`config.mk`:
```
export PLATFORM = sky130hd
export DESIGN_NAME = vend_ctrl
export DESIGN_NICKNAME = d
export VERILOG_FILES = /design/src/rtl/vend_ctrl.sv
export SDC_FILE = /design/constraint.sdc
export NUM_CORES = 1
export LEC_CHECK = 0
export BUFFER_PORTS_ARGS = -buffer_cell sky130_fd_sc_hd__buf_2
export CAP_MARGIN = 0
export CORE_MARGIN = 4
export CORE_UTILIZATION = 54
export CTS_CLUSTER_DIAMETER = 200
export DETAILED_ROUTE_END_ITERATION = 10
export PLACE_DENSITY = 0.9
export SYNTH_ARGS = -nofsm -noshare
export SYNTH_HDL_FRONTEND = slang
export SYNTH_SLANG_ARGS = --single-unit
```
`constraint.sdc`:
```
create_clock -name Clock -period 4.05 [get_ports Clock]
set_clock_uncertainty 0.1 [all_clocks]
set_input_delay 0.405 -clock Clock [delete_from_list [all_inputs] [get_ports Clock]]
set_output_delay 0.405 -clock Clock [all_outputs]
set_load 0.03 [all_outputs]
```
`src/rtl/vend_ctrl.sv`:
```
// vend_ctrl: synchronous vending controller for N_ITEMS item channels.
//
// Tracks per-item stock and the cumulative spend against an externally
// supplied money total. One buy press results in exactly one vend or one
// deny. Buttons that are held or pressed in addition to the first are
// ignored until every button is released.
//
// Ports
//   Clock       in   rising-edge clock for all state
//   Reset       in   asynchronous, active-high reset
//   Money       in   total money inserted in the current transaction
//   Buy         in   level buy buttons, one per item
//   Restock     in   per-item reload strobe (stock <= INIT_STOCK)
//   ClearSpent  in   end of transaction, zeroes Spent
//   Vending     out  one-hot, one-cycle dispense pulse (registered)
//   Denied      out  one-cycle pulse when a press is rejected (registered)
//   Busy        out  controller not in IDLE (registered)
//   Spent       out  cumulative cost vended since reset/clear (registered)
//   Balance     out  Money - Spent, saturated at 0 (combinational)
//   Stock       out  packed per-item stock (registered)
//   Empty       out  bit i set when stock i is zero (decoded from Stock)
module vend_ctrl #(
    parameter int N_ITEMS = 4,
    parameter int MONEY_W = 7,
    parameter int STOCK_W = 4,
    parameter logic [N_ITEMS*MONEY_W-1:0] COST       = {7'd30, 7'd15, 7'd10, 7'd5},
    parameter logic [N_ITEMS*STOCK_W-1:0] INIT_STOCK = {4'd1, 4'd1, 4'd2, 4'd6}
) (
    input  logic                         Clock,
    input  logic                         Reset,
    input  logic [MONEY_W-1:0]           Money,
    input  logic [N_ITEMS-1:0]           Buy,
    input  logic [N_ITEMS-1:0]           Restock,
    input  logic                         ClearSpent,
    output logic [N_ITEMS-1:0]           Vending,
    output logic                         Denied,
    output logic                         Busy,
    output logic [MONEY_W-1:0]           Spent,
    output logic [MONEY_W-1:0]           Balance,
    output logic [N_ITEMS*STOCK_W-1:0]   Stock,
    output logic [N_ITEMS-1:0]           Empty
);

    localparam int SEL_W = (N_ITEMS > 1) ? $clog2(N_ITEMS) : 1;

    typedef enum logic [1:0] {
        ST_IDLE = 2'd0,
        ST_VEND = 2'd1,
        ST_DENY = 2'd2,
        ST_HOLD = 2'd3
    } state_t;

    state_t                       state_q, state_d;
    logic [SEL_W-1:0]             sel_q, sel_d;
    logic [N_ITEMS-1:0]           vending_q, vending_d;
    logic                         denied_q, denied_d;
    logic                         busy_q, busy_d;
    logic [MONEY_W-1:0]           spent_q, spent_d;
    logic [N_ITEMS*STOCK_W-1:0]   stock_q, stock_d;

    logic [MONEY_W-1:0]           balance_s;
    logic [N_ITEMS-1:0]           eligible_s;
    logic [N_ITEMS-1:0]           req_s;
    logic                         hit_s;
    logic [SEL_W-1:0]             hit_idx_s;
    logic [MONEY_W-1:0]           sel_cost_s;

    // Balance saturates at zero so a Money drop never wraps around.
    always_comb begin
        if (Money >= spent_q) begin
            balance_s = Money - spent_q;
        end else begin
            balance_s = {MONEY_W{1'b0}};
        end
    end

    // Per-item eligibility; a reload or clear in the same cycle blocks the
    // purchase so stock/spend never see two conflicting updates at once.
    always_comb begin
        eligible_s = {N_ITEMS{1'b0}};
        for (int i = 0; i < N_ITEMS; i++) begin
            eligible_s[i] = (stock_q[i*STOCK_W +: STOCK_W] != {STOCK_W{1'b0}})
                          && (balance_s >= COST[i*MONEY_W +: MONEY_W])
                          && !Restock[i]
                          && !ClearSpent;
        end
    end

    // Lowest-index eligible request wins: scanning downward lets the lowest
    // hit overwrite any higher one.
    always_comb begin
        req_s     = Buy & eligible_s;
        hit_s     = |req_s;
        hit_idx_s = {SEL_W{1'b0}};
        for (int i = N_ITEMS - 1; i >= 0; i--) begin
            hit_idx_s = req_s[i] ? SEL_W'(i) : hit_idx_s;
        end
    end

    // Cost of the latched selection, used for the spend update at VEND exit.
    always_comb begin
        sel_cost_s = {MONEY_W{1'b0}};
        for (int i = 0; i < N_ITEMS; i++) begin
            sel_cost_s = (sel_q == SEL_W'(i)) ? COST[i*MONEY_W +: MONEY_W] : sel_cost_s;
        end
    end

    // FSM next state and next values of the registered pulse outputs.
    always_comb begin
        state_d   = state_q;
        sel_d     = sel_q;
        vending_d = {N_ITEMS{1'b0}};
        denied_d  = 1'b0;
        case (state_q)
            ST_IDLE: begin
                if (Buy != {N_ITEMS{1'b0}}) begin
                    if (hit_s) begin
                        sel_d   = hit_idx_s;
                        state_d = ST_VEND;
                        for (int i = 0; i < N_ITEMS; i++) begin
                            vending_d[i] = (hit_idx_s == SEL_W'(i));
                        end
                    end else begin
                        state_d  = ST_DENY;
                        denied_d = 1'b1;
                    end
                end else begin
                    state_d = ST_IDLE;
                end
            end
            ST_VEND: state_d = ST_HOLD;
            ST_DENY: state_d = ST_HOLD;
            ST_HOLD: begin
                if (Buy == {N_ITEMS{1'b0}}) begin
                    state_d = ST_IDLE;
                end else begin
                    state_d = ST_HOLD;
                end
            end
            default: state_d = ST_IDLE;
        endcase
        busy_d = (state_d != ST_IDLE);
    end

    // Spend update: clear has priority over the add so a vend finishing on
    // the clear edge leaves Spent at zero.
    always_comb begin
        if (ClearSpent) begin
            spent_d = {MONEY_W{1'b0}};
        end else if (state_q == ST_VEND) begin
            spent_d = spent_q + sel_cost_s;
        end else begin
            spent_d = spent_q;
        end
    end

    // Stock update: restock has priority over the vend decrement.
    always_comb begin
        stock_d = stock_q;
        for (int i = 0; i < N_ITEMS; i++) begin
            if (Restock[i]) begin
                stock_d[i*STOCK_W +: STOCK_W] = INIT_STOCK[i*STOCK_W +: STOCK_W];
            end else if ((state_q == ST_VEND) && (sel_q == SEL_W'(i))) begin
                stock_d[i*STOCK_W +: STOCK_W] = stock_q[i*STOCK_W +: STOCK_W] - STOCK_W'(1);
            end else begin
                stock_d[i*STOCK_W +: STOCK_W] = stock_q[i*STOCK_W +: STOCK_W];
            end
        end
    end

    // State and output registers; reset aborts any vend in flight.
    always_ff @(posedge Clock or posedge Reset) begin
        if (Reset) begin
            state_q   <= ST_IDLE;
            sel_q     <= {SEL_W{1'b0}};
            vending_q <= {N_ITEMS{1'b0}};
            denied_q  <= 1'b0;
            busy_q    <= 1'b0;
            spent_q   <= {MONEY_W{1'b0}};
            stock_q   <= INIT_STOCK;
        end else begin
            state_q   <= state_d;
            sel_q     <= sel_d;
            vending_q <= vending_d;
            denied_q  <= denied_d;
            busy_q    <= busy_d;
            spent_q   <= spent_d;
            stock_q   <= stock_d;
        end
    end

    // Empty flags decoded from the stock registers.
    always_comb begin
        Empty = {N_ITEMS{1'b0}};
        for (int i = 0; i < N_ITEMS; i++) begin
            Empty[i] = (stock_q[i*STOCK_W +: STOCK_W] == {STOCK_W{1'b0}});
        end
    end

    assign Vending = vending_q;
    assign Denied  = denied_q;
    assign Busy    = busy_q;
    assign Spent   = spent_q;
    assign Stock   = stock_q;
    assign Balance = balance_s;

endmodule

```
==> impl_metrics.py <==
metrics = {
    "run_status": {
        "status": "complete, no violations",
    },
    "die": {
        "die_area_um2": 5660,
        "die_y_um": 75.24,
        "rows": 24,
        "ios": 58,
        "fp.dieW_um": 75.24,
        "core_area_um2": 4354,
        "initial_core_util": 0.5606,
    },
    "critical_path": {
        "cp_data_arrival_time_ps": 3240,
        "critPathCapture": "sel_q[0]$_DFFE_PP0P_",
        "worstPathRequired_ps": 4130,
        "rrSetupSlack_ps": 890,
        "timing.rr.start": "Spent[0]$_DFFE_PP0P_",
        "r2r_cells": 9,
        "crit_fanout": 5,
        "crit_type": "flip-flop to flip-flop",
        "start_kind": "flip-flop",
        "cp-end-kind": "flip-flop",
        "crit_start": "Spent[0]$_DFFE_PP0P_",
        "rr_endpoint": "sel_q[0]$_DFFE_PP0P_",
    },
    "power_and_ir_drop": {
        "power_density_nw_per_um2": 630.1,
        "p_total_mw": 1.779,
        "peakVddDrop_mv": 0.4125,
        "power.leakage_nw": 1.408,
    },
    "synth": {
        "synthTopCellsByArea": "dfrtp_1, ha_1, nor2_1",
        "synth_edf_count": 0,
        "synth_area_um2": 2441,
        "synthCells": 268,
        "yosysSeqAreaShare": 0.3409,
        "synth_top_cell_by_area": "dfrtp_1",
        "yosysWarnings": 0,
        "synth_top_area_frac": 0.2870,
        "async_flop_share": 1.000,
        "yosys_most_used_dff": "dfrtp_1",
        "syn_nets": 311,
        "avgSynthCellArea_um2": 9.109,
        "ys_types": 55,
        "yosys_register_bits": 33,
    },
    "final_layout": {
        "nNetsFinal": 369,
        "fin_cells": 379,
        "fill_cells": 368,
        "area_delta_synth_final_pct": 15.68,
        "layout_common_cells": "buf_2, nor2_1, dfrtp_1",
        "drive_above_1_share": 0.2630,
        "n_antenna_cell": 0,
        "layout_commonest_cell": "buf_2",
    },
    "timing": {
        "rsz0062_at_grt": "no",
        "max_slew_margin": 0.6271,
        "period_needed_ps": 3163,
        "fmax_mhz": 316.2,
        "worstMarginPinSlew_ps": 559.4,
        "hold_viol_final": 0,
        "fin_setup_tns_ps": 0,
        "post-route-period-util": 0.7810,
        "finalMaxSlewViolations": 0,
        "finalSetupViolations": 0,
    },
    "grt": {
        "overflow": 0,
        "antenna_found_initial": 0,
        "use_met2": 0.3462,
        "grt_pass1_vias": 1967,
        "use_met3": 0.04673,
        "met1_usage": 0.2884,
        "grt_pass1_wl_um": 9225,
        "grt_max_degree": 34,
        "track_usage": 0.2117,
        "gr-max-usage-layer": "met2",
    },
    "clock_network": {
        "ctsRootBufferMaster": "clkbuf_8",
        "clock_sinks": 33,
        "cts_hold_buf": 0,
        "cts.clk_slew.worst_paths_ps": 80,
        "postCtsSetupBuffers": 0,
        "cts_made_buffers": 5,
        "postCtsResizedCells": 0,
        "cts_tree": "done",
        "h-tree-depth": 2,
        "clk_latency_ps": 300,
        "cts_buffer_depth": 2,
    },
    "routing": {
        "drt_iter0_drc": 120,
        "antenna_left": 0,
        "wire_per_inst_um": 15.23,
        "totalWireLength_um": 5771,
        "drc": 0,
        "drtPass1Iterations": 4,
        "vias": 2115,
        "vias_per_cell": 5.580,
    },
    "job": {
        "drv_cap": 0,
    },
    "placement": {
        "dp_hpwl_um": 4416,
        "routabilityCongestion": 0.9577,
        "port_buffers": 57,
        "dp_cells": 371,
    },
    "worst_hold_path": {
        "hp-class": "input port to asynchronous set/reset pin",
    },
}
## state kept, by name (all words and copies together) (netlist names)
signal / cells
Vending: 4
Busy: 1
Spent: 7
Stock: 16
state_q: 2
Denied: 1
sel_q: 2
## cell usage after synthesis, types with 3 or more instances
library cell	number
nand3_1	3
nor3b_1	6
dfstp_2	5
nand2_1	13
nor3_1	4
o21ai_0	9
mux2i_1	4
dfrtp_1	28
a21oi_1	12
nor2b_1	3
xnor2_1	12
ha_1	23
nor4_1	4
xor2_1	8
or2_1	3
and3_1	3
or4b_2	3
and2_1	4
nor2_1	39
inv_1	27
nand2b_1	7
a211oi_1	4
o21a_1	3
## logic make-up (layout without fill, tap and decap cells)
family,count (synthesis),in the layout,share of synthesized area
simple gates,102,102,0.2173
compound gates,48,48,0.1497
buf+inv,36,95,0.06971
flops,33,33,0.3409
fa+ha+maj,25,25,0.1343
xor+xnor,20,20,0.07176
mux,4,4,0.01640
## layer usage
metal  routed length (um)  vias to the layer above  share of wire
li1                     -                     1028              -
met1                 2572                     1010           0.45
met2                 2742                       72           0.48
met3                  409                        5          0.071
met4                   46                        0         0.0080
met5                    0                        -              0
## power by group
part	internal, mW	leakage, nW	total [mW]	switching (mW)
Sequential	0.401	0.430	0.471	0.0705
Combinational	0.394	0.932	1.06	0.666
Clock	0.119	0.0450	0.248	0.129
## final cells by class
| cell class | instances | area [um2] | share of cell area |
|---|---|---|---|
| Tap cell | 52 | 65.06 | 0.02304 |
| Timing Repair Buffer | 59 | 300.3 | 0.1063 |
| Sequential cell | 33 | 832.0 | 0.2946 |
| Inverter | 28 | 105.1 | 0.03722 |
| Clock inverter | 2 | 10.01 | 0.003545 |
| Clock buffer | 6 | 72.57 | 0.02570 |
| Multi-Input combinational cell | 199 | 1439 | 0.5095 |
## worst max-delay path, stage by stage, from the launching register on
cell       delay (ps)
dfrtp_1           440
ha_1              220
fa_1              390
and2b_4           300
a2bb2oi_4         160
xnor2_1            90
or4_1             520
a311o_1           430
nor3b_1           180
a2111oi_2         220
## through the flow
stage | hold slack (ps) | setup slack (ps) | area (um2) | utilization
6_report | 95.86 | 887.0 | 2824 | 0.6486
5_1_grt | 126.8 | 721.1 | 2824 | 0.6486
4_1_cts | 107.0 | 902.0 | 2824 | 0.6486
3_5_place_dp | 422.1 | 811.1 | 2741 | 0.6296
3_3_place_gp | 407.3 | 882.4 | 2741 | 0.6296
2_1_floorplan | 371.3 | 971.2 | 2441 | -
## how the worst min path moves through the flow
stage               start               endpoint  slack (ps)
5_1_grt             Reset   Spent[5]$_DFFE_PP0P_         130
3_5_place_dp        Reset  Stock[14]$_DFFE_PP0P_         420
4_1_cts             Reset   Vending[0]$_DFF_PP0_         110
6_report            Reset   Vending[2]$_DFF_PP0_         100
2_1_floorplan  Restock[0]   Stock[0]$_DFFE_PP0P_         370
3_3_place_gp        Reset   Stock[3]$_DFFE_PP0P_         410
Note: power is estimated with default switching activity, not from simulation.
